**config.mk**
```make
export PLATFORM = sky130hd
export DESIGN_NAME = mem_load_flat
export DESIGN_NICKNAME = d
export VERILOG_FILES = /design/src/rtl/mem_load_pkg.sv /design/src/rtl/mem_load_if.sv /design/src/rtl/mem_load_coef_reduce.sv /design/src/rtl/mem_load.sv /design/src/flat_wrapper.sv
export SDC_FILE = /design/constraint.sdc
export NUM_CORES = 1
export LEC_CHECK = 0
export BUFFER_PORTS_ARGS = -buffer_cell sky130_fd_sc_hd__buf_2
export CELL_PAD_IN_SITES_DETAIL_PLACEMENT = 1
export CELL_PAD_IN_SITES_GLOBAL_PLACEMENT = 2
export CORE_MARGIN = 10
export CORE_UTILIZATION = 26
export DETAILED_ROUTE_END_ITERATION = 6
export PLACE_DENSITY = 0.91
export SLEW_MARGIN = 20
export SYNTH_ARGS = -nofsm -noshare
export SYNTH_HDL_FRONTEND = slang
export SYNTH_HIERARCHICAL = 1
export SYNTH_SLANG_ARGS = --single-unit
```
**constraint.sdc**
```tcl
create_clock -name clk -period 3.5 [get_ports clk]
set_input_delay 0.7 -clock clk [delete_from_list [all_inputs] [get_ports clk]]
set_output_delay 0.7 -clock clk [all_outputs]
set_load 0.1 [all_outputs]
```
**src/rtl/mem_load_pkg.sv**
```systemverilog
// mem_load shared package: coefficient geometry, modulus and FSM state encoding.
package mem_load_pkg;

    localparam logic [22:0] DILITHIUM_Q = 23'd8380417;
    localparam int          N_COEF      = 256;
    localparam int          N_BEATS     = 128;
    localparam int          COEF_W      = 23;
    localparam int          ADDR_W      = $clog2(N_COEF);
    localparam int          BEAT_W      = $clog2(N_BEATS);
    localparam int          TDATA_W     = 64;

    typedef enum logic [1:0] {
        IDLE  = 2'd0,
        LOAD  = 2'd1,
        FLUSH = 2'd2
    } state_t;

endpackage

```
**src/rtl/mem_load_if.sv**
```systemverilog
// mem_load bus interface: coefficient input stream plus the dual-port BRAM write port.
// slave  = the loader (consumes the stream, drives the BRAM)
// master = the environment (drives the stream, observes the BRAM)
interface mem_load_if;
    import mem_load_pkg::*;

    logic [TDATA_W-1:0] Rs_tdata;
    logic               Rs_tvalid;
    logic               Rs_tready;

    logic               coef_ena;
    logic               coef_wea;
    logic [ADDR_W-1:0]  coef_addra;
    logic [COEF_W-1:0]  coef_dina;
    logic               coef_enb;
    logic               coef_web;
    logic [ADDR_W-1:0]  coef_addrb;
    logic [COEF_W-1:0]  coef_dinb;

    modport slave (
        input  Rs_tdata, Rs_tvalid,
        output Rs_tready,
        output coef_ena, coef_wea, coef_addra, coef_dina,
        output coef_enb, coef_web, coef_addrb, coef_dinb
    );

    modport master (
        output Rs_tdata, Rs_tvalid,
        input  Rs_tready,
        input  coef_ena, coef_wea, coef_addra, coef_dina,
        input  coef_enb, coef_web, coef_addrb, coef_dinb
    );

endinterface

```
**src/rtl/mem_load_coef_reduce.sv**
```systemverilog
// coef_reduce: single conditional subtraction of the Dilithium modulus.
// Only compiled when MEM_LOAD_COEF_REDUCE_EN is defined, since that is the
// only build in which mem_load instantiates it.
`ifdef MEM_LOAD_COEF_REDUCE_EN
module coef_reduce
    import mem_load_pkg::*;
(
    input  logic [COEF_W-1:0] coef_i,
    output logic [COEF_W-1:0] coef_o
);

    // Map [q, 2^23) down by one modulus; smaller values pass through.
    always_comb begin
        coef_o = coef_i;
        if (coef_i >= DILITHIUM_Q) begin
            coef_o = coef_i - DILITHIUM_Q;
        end else begin
            coef_o = coef_i;
        end
    end

endmodule
`endif

```
**src/rtl/mem_load.sv**
```systemverilog
// mem_load: unpacks a 128-beat stream of coefficient pairs into a dual-port
// BRAM (even coefficient on port A, odd on port B), one pair per beat.
// Optional feature macro: MEM_LOAD_COEF_REDUCE_EN -- when defined, each
// coefficient is conditionally reduced by q before being written.
module mem_load
    import mem_load_pkg::*;
(
    input  logic      clk,
    input  logic      rst_n,
    input  logic      module_start,
    mem_load_if.slave bus,
    output logic      module_done
);

    localparam logic [BEAT_W-1:0] LAST_BEAT = BEAT_W'(N_BEATS - 1);

    state_t              state_q;
    logic [BEAT_W-1:0]   cnt_q;
    logic                ena_q;
    logic                wea_q;
    logic                enb_q;
    logic                web_q;
    logic [ADDR_W-1:0]   addra_q;
    logic [ADDR_W-1:0]   addrb_q;
    logic [COEF_W-1:0]   dina_q;
    logic [COEF_W-1:0]   dinb_q;
    logic                done_q;

    logic                tready_s;
    logic                beat_acc_s;
    logic [COEF_W-1:0]   coef_even_s;
    logic [COEF_W-1:0]   coef_odd_s;
    logic [COEF_W-1:0]   wr_even_s;
    logic [COEF_W-1:0]   wr_odd_s;
    logic                unused_pad_s;

    assign coef_even_s  = bus.Rs_tdata[22:0];
    assign coef_odd_s   = bus.Rs_tdata[54:32];
    assign unused_pad_s = ^{bus.Rs_tdata[63:55], bus.Rs_tdata[31:23]};

`ifdef MEM_LOAD_COEF_REDUCE_EN
    coef_reduce u_reduce_even (
        .coef_i (coef_even_s),
        .coef_o (wr_even_s)
    );

    coef_reduce u_reduce_odd (
        .coef_i (coef_odd_s),
        .coef_o (wr_odd_s)
    );
`else
    assign wr_even_s = coef_even_s;
    assign wr_odd_s  = coef_odd_s;
`endif

    // Ready only while loading; a start pulse (restart) blocks acceptance,
    // and reset blocks it even before the state register has been cleared.
    always_comb begin
        tready_s   = rst_n && (state_q == LOAD) && !module_start;
        beat_acc_s = tready_s && bus.Rs_tvalid;
    end

    // Loader FSM: beat counting, registered BRAM write port and done pulse.
    always_ff @(posedge clk) begin
        if (!rst_n) begin
            state_q <= IDLE;
            cnt_q   <= '0;
            ena_q   <= 1'b0;
            wea_q   <= 1'b0;
            enb_q   <= 1'b0;
            web_q   <= 1'b0;
            addra_q <= '0;
            addrb_q <= '0;
            dina_q  <= '0;
            dinb_q  <= '0;
            done_q  <= 1'b0;
        end else begin
            // Write strobes and done are single-cycle; addresses/data hold.
            ena_q  <= 1'b0;
            wea_q  <= 1'b0;
            enb_q  <= 1'b0;
            web_q  <= 1'b0;
            done_q <= 1'b0;
            if (module_start) begin
                // Start or restart from any state; an aborted load never
                // reaches FLUSH, so it never raises done.
                cnt_q   <= '0;
                state_q <= LOAD;
            end else begin
                case (state_q)
                    IDLE: begin
                        state_q <= IDLE;
                    end
                    LOAD: begin
                        if (beat_acc_s) begin
                            ena_q   <= 1'b1;
                            wea_q   <= 1'b1;
                            enb_q   <= 1'b1;
                            web_q   <= 1'b1;
                            addra_q <= {cnt_q, 1'b0};
                            addrb_q <= {cnt_q, 1'b1};
                            dina_q  <= wr_even_s;
                            dinb_q  <= wr_odd_s;
                            // Counter saturates on the last beat so the
                            // addresses can never wrap.
                            if (cnt_q == LAST_BEAT) begin
                                state_q <= FLUSH;
                            end else begin
                                cnt_q <= cnt_q + {{(BEAT_W-1){1'b0}}, 1'b1};
                            end
                        end else begin
                            state_q <= LOAD;
                        end
                    end
                    FLUSH: begin
                        // Final pair is on the BRAM port this cycle.
                        done_q  <= 1'b1;
                        state_q <= IDLE;
                    end
                    default: begin
                        state_q <= IDLE;
                    end
                endcase
            end
        end
    end

    assign bus.Rs_tready  = tready_s;
    assign bus.coef_ena   = ena_q;
    assign bus.coef_wea   = wea_q;
    assign bus.coef_addra = addra_q;
    assign bus.coef_dina  = dina_q;
    assign bus.coef_enb   = enb_q;
    assign bus.coef_web   = web_q;
    assign bus.coef_addrb = addrb_q;
    assign bus.coef_dinb  = dinb_q;
    assign module_done    = done_q;

endmodule

```
**src/flat_wrapper.sv**
```systemverilog
// flat-port wrapper written by rule: the top's interface ports become plain ports
module mem_load_flat import mem_load_pkg::*;
  (clk, rst_n, module_start, module_done, bus_Rs_tdata, bus_Rs_tvalid, bus_Rs_tready, bus_coef_ena, bus_coef_wea, bus_coef_addra, bus_coef_dina, bus_coef_enb, bus_coef_web, bus_coef_addrb, bus_coef_dinb);
  mem_load_if bus_i ();
  input  logic clk;
  input  logic rst_n;
  input  logic module_start;
  output logic module_done;
  input wire logic [$bits(bus_i.Rs_tdata)-1:0] bus_Rs_tdata;
  input wire logic [$bits(bus_i.Rs_tvalid)-1:0] bus_Rs_tvalid;
  output wire logic [$bits(bus_i.Rs_tready)-1:0] bus_Rs_tready;
  output wire logic [$bits(bus_i.coef_ena)-1:0] bus_coef_ena;
  output wire logic [$bits(bus_i.coef_wea)-1:0] bus_coef_wea;
  output wire logic [$bits(bus_i.coef_addra)-1:0] bus_coef_addra;
  output wire logic [$bits(bus_i.coef_dina)-1:0] bus_coef_dina;
  output wire logic [$bits(bus_i.coef_enb)-1:0] bus_coef_enb;
  output wire logic [$bits(bus_i.coef_web)-1:0] bus_coef_web;
  output wire logic [$bits(bus_i.coef_addrb)-1:0] bus_coef_addrb;
  output wire logic [$bits(bus_i.coef_dinb)-1:0] bus_coef_dinb;
  assign bus_i.Rs_tdata = bus_Rs_tdata;
  assign bus_i.Rs_tvalid = bus_Rs_tvalid;
  assign bus_Rs_tready = bus_i.Rs_tready;
  assign bus_coef_ena = bus_i.coef_ena;
  assign bus_coef_wea = bus_i.coef_wea;
  assign bus_coef_addra = bus_i.coef_addra;
  assign bus_coef_dina = bus_i.coef_dina;
  assign bus_coef_enb = bus_i.coef_enb;
  assign bus_coef_web = bus_i.coef_web;
  assign bus_coef_addrb = bus_i.coef_addrb;
  assign bus_coef_dinb = bus_i.coef_dinb;
  mem_load u_core (.clk(clk), .rst_n(rst_n), .module_start(module_start), .bus(bus_i), .module_done(module_done));
endmodule
```
==> results of run 1 <==
-- power groups by stage --
stage	clock network (uW)	logic (uW)	registers, uW
2_1_floorplan	0	53.0	840
3_3_place_gp	0	165	771
3_5_place_dp	0	167	772
4_1_cts	814	167	755
5_1_grt	847	176	756
6_report	783	165	755
-- per-layer routing --
layer | global-route usage, % | vias up | share of wire (%)
met3 | 4.39 | 10 | 8.0
met1 | 11.0 | 1042 | 41
met4 | 4.12 | 0 | 1.4
met2 | 18.6 | 68 | 50
met5 | 0 | - | 0
li1 | - | 1135 | -
-- kinds of logic after synthesis --
kind of cell,Yosys count
simple gates,128
flops,65
other cells,1
mux,1
compound gates,64
buf+inv,31
xor+xnor,3
fa+ha+maj,1
-- how the worst max path moves through the flow --
stage / from / to / slack, ns / cells after the start
2_1_floorplan: u_core/bus.coef_web$_SDFF_PN0_ / bus_coef_enb / 1.41 / 1
3_3_place_gp: module_start / u_core/bus.coef_dina[3]$_SDFFE_PN0P_ / 0.99 / 7
3_5_place_dp: module_start / u_core/bus.coef_dina[14]$_SDFFE_PN0P_ / 0.87 / 7
4_1_cts: module_start / bus_Rs_tready / 1.04 / 3
5_1_grt: module_start / bus_Rs_tready / 1.0 / 3
6_report: module_start / bus_Rs_tready / 1.03 / 3
-- registers in the layout, indices dropped and copies added, names as in the netlist --
name                   count
u_core/bus.coef_dina      23
u_core/bus.coef_dinb      23
u_core/bus.coef_addrb      8
u_core/cnt_q               7
u_core/state_q             2
u_core/bus.coef_web        1
u_core/module_done         1
-- layout make-up --
type / instances / area, sq um / share of cell area, %
well taps: 133 / 166 / 4.93
clock buffers: 11 / 141 / 4.19
inverters: 1 / 3.75 / 0.111
flip-flops and latches: 65 / 1300 / 38.6
multi-input cells: 198 / 1050 / 31.3
repair buffers: 119 / 603 / 17.9
clock inverters: 5 / 103 / 3.04
-- worst max-delay path, cell delays in order --
cell	delay, ns
sky130_fd_sc_hd__buf_2	0.11
sky130_fd_sc_hd__and4bb_1	0.45
sky130_fd_sc_hd__buf_2	0.50
-- synthesized netlist by cell type (all sizes together) (2+ instances only) --
master,instances,area (sq um)
nand2,109,417
dfxtp,65,1300
a21boi,53,398
buf,22,161
nor2,9,33.8
clkbuf,8,30.0
a21oi,4,20.0
xor2,3,26.3
and3,2,12.5
nand2b,2,12.5
nand3,2,10.0
o2111ai,2,23.8
o21a,2,15.0
-- per-stage QoR --
stage | std cells | utilization [%]
finish | 532 | 34.8
global route | 532 | 34.8
CTS | 532 | 34.8
detailed placement | 516 | 32.3
global placement | 516 | 32.3
floorplan | 294 | -
==> reports/summary.md, run 1 <==
## Clocking
• CTS tree: done
• Sink Count: 65
• clock tree buffer depth: 2
• Post-CTS Hold Buffers: 0
• H-tree depth: 3
• clock input transition at the sequential cells of the worst setup and hold paths: 0.07 ns
• clock latency on the worst-skew pair: 0.34 ns
• library cell used as clock root buffer: sky130_fd_sc_hd__clkbuf_8
• CTS Buf Count: 9
• # resized after CTS: 0
• setup fix buffers added after clock tree synthesis: 0

## Worst hold path
• Worst Hold Path EP: u_core/bus.coef_dinb[13]$_SDFFE_PN0P_
• start point of the worst hold path: u_core/bus.coef_dinb[13]$_SDFFE_PN0P_
• worst hold path class: reg -> reg
• number of cells on the worst hold path: 2

## Power
• power share of the combinational group: 9.7%
• total power consumption of the routed design: 1700 uW
• Max VDD drop: 251 uV
• total power divided by cell area: 505 nW/um^2
• clock share of power: 46.0%
• switch share: 24.6%
• net switching power: 418 uW
• Pint: 1280 uW
• fraction of power consumed by sequential logic: 44.3%
• cell leakage power: 0.00149 uW

## Setup path
• worst-path maximum fanout: 5
• Critical Path Start Type: input pin
• WP data required: 2.80 ns
• reg-to-reg endpoint: u_core/bus.coef_dina[14]$_SDFFE_PN0P_
• Worst Reg-to-Reg Cells: 6
• kind of end point of the critical path: primary output
• Reg2Reg Launch Point: u_core/state_q[1]$_SDFFE_PP0P_
• setup slack, reg-to-reg: 1.42 ns
• WP data arrival: 1.77 ns
• critical path class: in -> out

## Logic synthesis
• post-synthesis share of cell area spent on full adders, half adders and majority gates: 0.490%
• number of instances in the synthesized netlist: 294
• combinational family with the most area after synthesis: simple AND/OR/NAND/NOR gates
• number of synthesized flops with an enable pin: 0
• Synth Net Count: 363
• distinct cell type count of the synthesized netlist: 29
• share of cell area taken by muxes after synthesis: 0.392%
• leading register cell type out of synthesis: sky130_fd_sc_hd__dfxtp_1
• FF+latch count, synth: 65
• synthesized-area fraction occupied by and/or/nand/nor cells: 20.3%
• xor and xnor fraction of the mapped netlist area: 1.03%
• compound-cell area share of the yosys netlist: 19.0%
• cell area after technology mapping: 2550 sq um
• average instance area after synthesis: 8.68 sq um
• FFs w/ async S/R, synth: 0%
• number of warnings reported in the yosys synthesis log: 6
• sequential fraction of the synthesis area: 51.0%

## Cells and area
• final design area excluding fillers: 3370 sq um
• ratio of cells with drive above 1 in the final layout: 34.6%
• diode insertion count for antenna repair: 0
• top library cells by usage in the layout, fill and taps aside: sky130_fd_sc_hd__buf_2 (116), sky130_fd_sc_hd__nand2_1 (108), sky130_fd_sc_hd__dfxtp_1 (65)
• total number of nets in the final design: 463
• most frequent standard cell in the layout excluding fill and tap cells: sky130_fd_sc_hd__buf_2
• synthesis-to-finish area growth: 32.2%
• number of fillers in the final layout: 1174

## Route
• total routed wirelength: 7610 um
• total DRC errors in the routed layout: 0
• routed length per placed instance: 14.3 um
• post-detailed-route count of antenna-violating nets: 0
• number of DRC markers in iteration 0: 101
• post-DR vias/cell: 4.24
• detailed-router iteration count before antenna repair: 4
• via count: 2255

## GRT
• initial antenna violation count: 0
• global-route wire length before repair: 12400 um
• All-Layer GR Usage: 10.6%
• global route overflow: 0
• vias in the first global route: 2495
• pin count of the biggest net entering global routing: 57

## STA
• post-route clock period utilization: 70.7%
• time the final worst path needs with I/O delays and setup: 2.47 ns
• headroom to the max-slew limit: 60.8%
• RSZ-0062 raised after global routing: false
• max frequency: 0.404 GHz
• Setup Viol. Count Final: 0
• total count of hold-check failures in the final report: 0
• Max Slew Vio Count: 0
• worst hold margin: 0.454 ns
• slack of the critical path: 1.03 ns
• Final TNS setup: 0 ns
• Slew @ Worst Pin: 0.588 ns
• Final Skew: 0.00920 ns

## Place
• Routability Congestion: 0.733
• placed inst area: 3130 sq um
• HPWL reported at the end of detailed placement: 5420 um
• # port buffers: 116
• pre-CTS worst setup slack: 0.874 ns

## Floorplan
• io pins: 136
• area of the placeable core: 9680 sq um
• die height: 119 um
• number of placement rows: 36
• starting density of the core: 26.3%
• die width: 119 um
• die area: 14200 sq um

## Run status
• outcome: finished, final reports clean

## Flow run
• count of max-cap constraint violations: 0

Note: power is estimated with default switching activity, not from simulation.
==> run 2, diff against run 1 <==
--- a/config.mk
+++ b/config.mk
@@ -9,9 +9,9 @@
 export CELL_PAD_IN_SITES_DETAIL_PLACEMENT = 1
 export CELL_PAD_IN_SITES_GLOBAL_PLACEMENT = 2
 export CORE_MARGIN = 10
-export CORE_UTILIZATION = 26
+export CORE_UTILIZATION = 22
 export DETAILED_ROUTE_END_ITERATION = 6
-export PLACE_DENSITY = 0.91
+export PLACE_DENSITY = 0.82
 export SLEW_MARGIN = 20
 export SYNTH_ARGS = -nofsm -noshare
 export SYNTH_HDL_FRONTEND = slang
==> constraint.sdc (replaced) <==
create_clock -name clk -period 2.1 [get_ports clk]
set_input_delay 0.42 -clock clk [delete_from_list [all_inputs] [get_ports clk]]
set_output_delay 0.42 -clock clk [all_outputs]
set_load 0.1 [all_outputs]
==> reports/summary.md, run 2 (synthesis results as in run 1) <==
## Run status
• outcome: finished, final reports clean

## Place
• HPWL reported at the end of detailed placement: 5610 um
• Routability Congestion: 0.709
• # port buffers: 116
• placed inst area: 3190 sq um
• pre-CTS worst setup slack: 0.197 ns

## STA
• slack of the critical path: 0.333 ns
• Max Slew Vio Count: 0
• Final TNS setup: 0 ns
• headroom to the max-slew limit: 65.2%
• Setup Viol. Count Final: 0
• RSZ-0062 raised after global routing: false
• Final Skew: 0.00446 ns
• time the final worst path needs with I/O delays and setup: 1.77 ns
• post-route clock period utilization: 84.2%
• Slew @ Worst Pin: 0.522 ns
• total count of hold-check failures in the final report: 0
• max frequency: 0.566 GHz

## Clocking
• clock input transition at the sequential cells of the worst setup and hold paths: 0.06 ns
• # resized after CTS: 0
• library cell used as clock root buffer: sky130_fd_sc_hd__clkbuf_16
• Post-CTS Hold Buffers: 0
• CTS tree: done
• H-tree depth: 3
• clock latency on the worst-skew pair: 0.32 ns
• Sink Count: 65
• setup fix buffers added after clock tree synthesis: 0
• clock tree buffer depth: 2
• CTS Buf Count: 9

## GRT
• global-route wire length before repair: 12600 um
• All-Layer GR Usage: 9.57%
• global route overflow: 0
• met3 Use GR: 4.38%
• pin count of the biggest net entering global routing: 57
• grt peak-use layer: met2
• vias in the first global route: 2499
• met1 GRT Util: 9.58%
• met2 track utilization from global routing: 16.7%
• initial antenna violation count: 0

## Floorplan
• starting density of the core: 22.4%
• die height: 128 um
• io pins: 136
• area of the placeable core: 11400 sq um
• die width: 128 um
• number of placement rows: 39
• die area: 16300 sq um

## Cells and area
• total number of nets in the final design: 464
• most frequent standard cell in the layout excluding fill and tap cells: sky130_fd_sc_hd__buf_2
• final design area excluding fillers: 3520 sq um
• ratio of cells with drive above 1 in the final layout: 35.0%
• diode insertion count for antenna repair: 0
• synthesis-to-finish area growth: 38.0%
• top library cells by usage in the layout, fill and taps aside: sky130_fd_sc_hd__buf_2 (115), sky130_fd_sc_hd__nand2_1 (108), sky130_fd_sc_hd__dfxtp_1 (65)

## Power
• Max VDD drop: 355 uV
• cell leakage power: 0.00155 uW
• total power divided by cell area: 901 nW/um^2
• total power consumption of the routed design: 3170 uW

## Setup path
• critical path class: reg -> out
• kind of end point of the critical path: primary output
• WP data required: 1.68 ns
• setup slack, reg-to-reg: 0.47 ns
• worst-path maximum fanout: 5
• largest stage delay on the critical path: 0.47 ns
• Crit-path slowest cell: sky130_fd_sc_hd__and4bb_1
• Critical Path Start Type: flop
• WP data arrival: 1.35 ns
• Worst Reg-to-Reg Cells: 6
• ordered list of cells on the worst path: and4bb_1 > buf_12

## Route
• post-DR vias/cell: 4.23
• post-detailed-route count of antenna-violating nets: 0
• via count: 2298
• total routed wirelength: 7880 um
• number of DRC markers in iteration 0: 66
• total DRC errors in the routed layout: 0
• routed length per placed instance: 14.5 um
• detailed-router iteration count before antenna repair: 4

## Flow run
• count of max-cap constraint violations: 0

## Worst hold path
• worst hold path class: in -> reg
• number of cells on the worst hold path: 2

## run 2: where the power goes
group	switching [uW]	leakage, uW	internal, uW
clock network	533	0.000162	1100
registers	8.42	0.000525	1250
logic	205	0.000860	75.7
## run 2: path summary, 6_finish.rpt
check | startpoint | end
worst min-delay path | module_start | u_core/state_q[0]$_SDFFE_PN0P_
worst max-delay path | u_core/state_q[1]$_SDFFE_PP0P_ | bus_Rs_tready
worst min register to register | u_core/state_q[0]$_SDFFE_PN0P_ | u_core/module_done$_SDFF_PP0_
worst max register to register | u_core/state_q[1]$_SDFFE_PP0P_ | u_core/bus.coef_dinb[19]$_SDFFE_PN0P_
## run 2: cell type report
cell class	count	area [sq um]
inverter	1	3.75
tap	143	179
clock inverter	5	77.6
sequential	65	1300
multi-input combinational	198	1050
fill	1373	7850
timing repair buffer	120	651
clock buffer	11	253
## run 2: routing by layer
metal  wire length [um]  vias up
met5                  0        -
met4                114        0
met3                641        7
met2               3950       60
met1               3180     1088
li1                   -     1143
## run 2: stage by stage
stage / hold WS (ns) / utilization [%] / std cells
2_1_floorplan: 0.413 / - / 294
4_1_cts: 0.310 / 31.0 / 543
5_1_grt: 0.331 / 31.0 / 543
3_5_place_dp: 0.445 / 28.1 / 527
6_report: 0.323 / 31.0 / 543
3_3_place_gp: 0.428 / 28.1 / 527
## run 2: worst max-delay path, delay by kind of cell (launching register included)
kind          cells  cell delay, ns
flops             1            0.32
simple gates      1            0.47
buf+inv           1            0.22
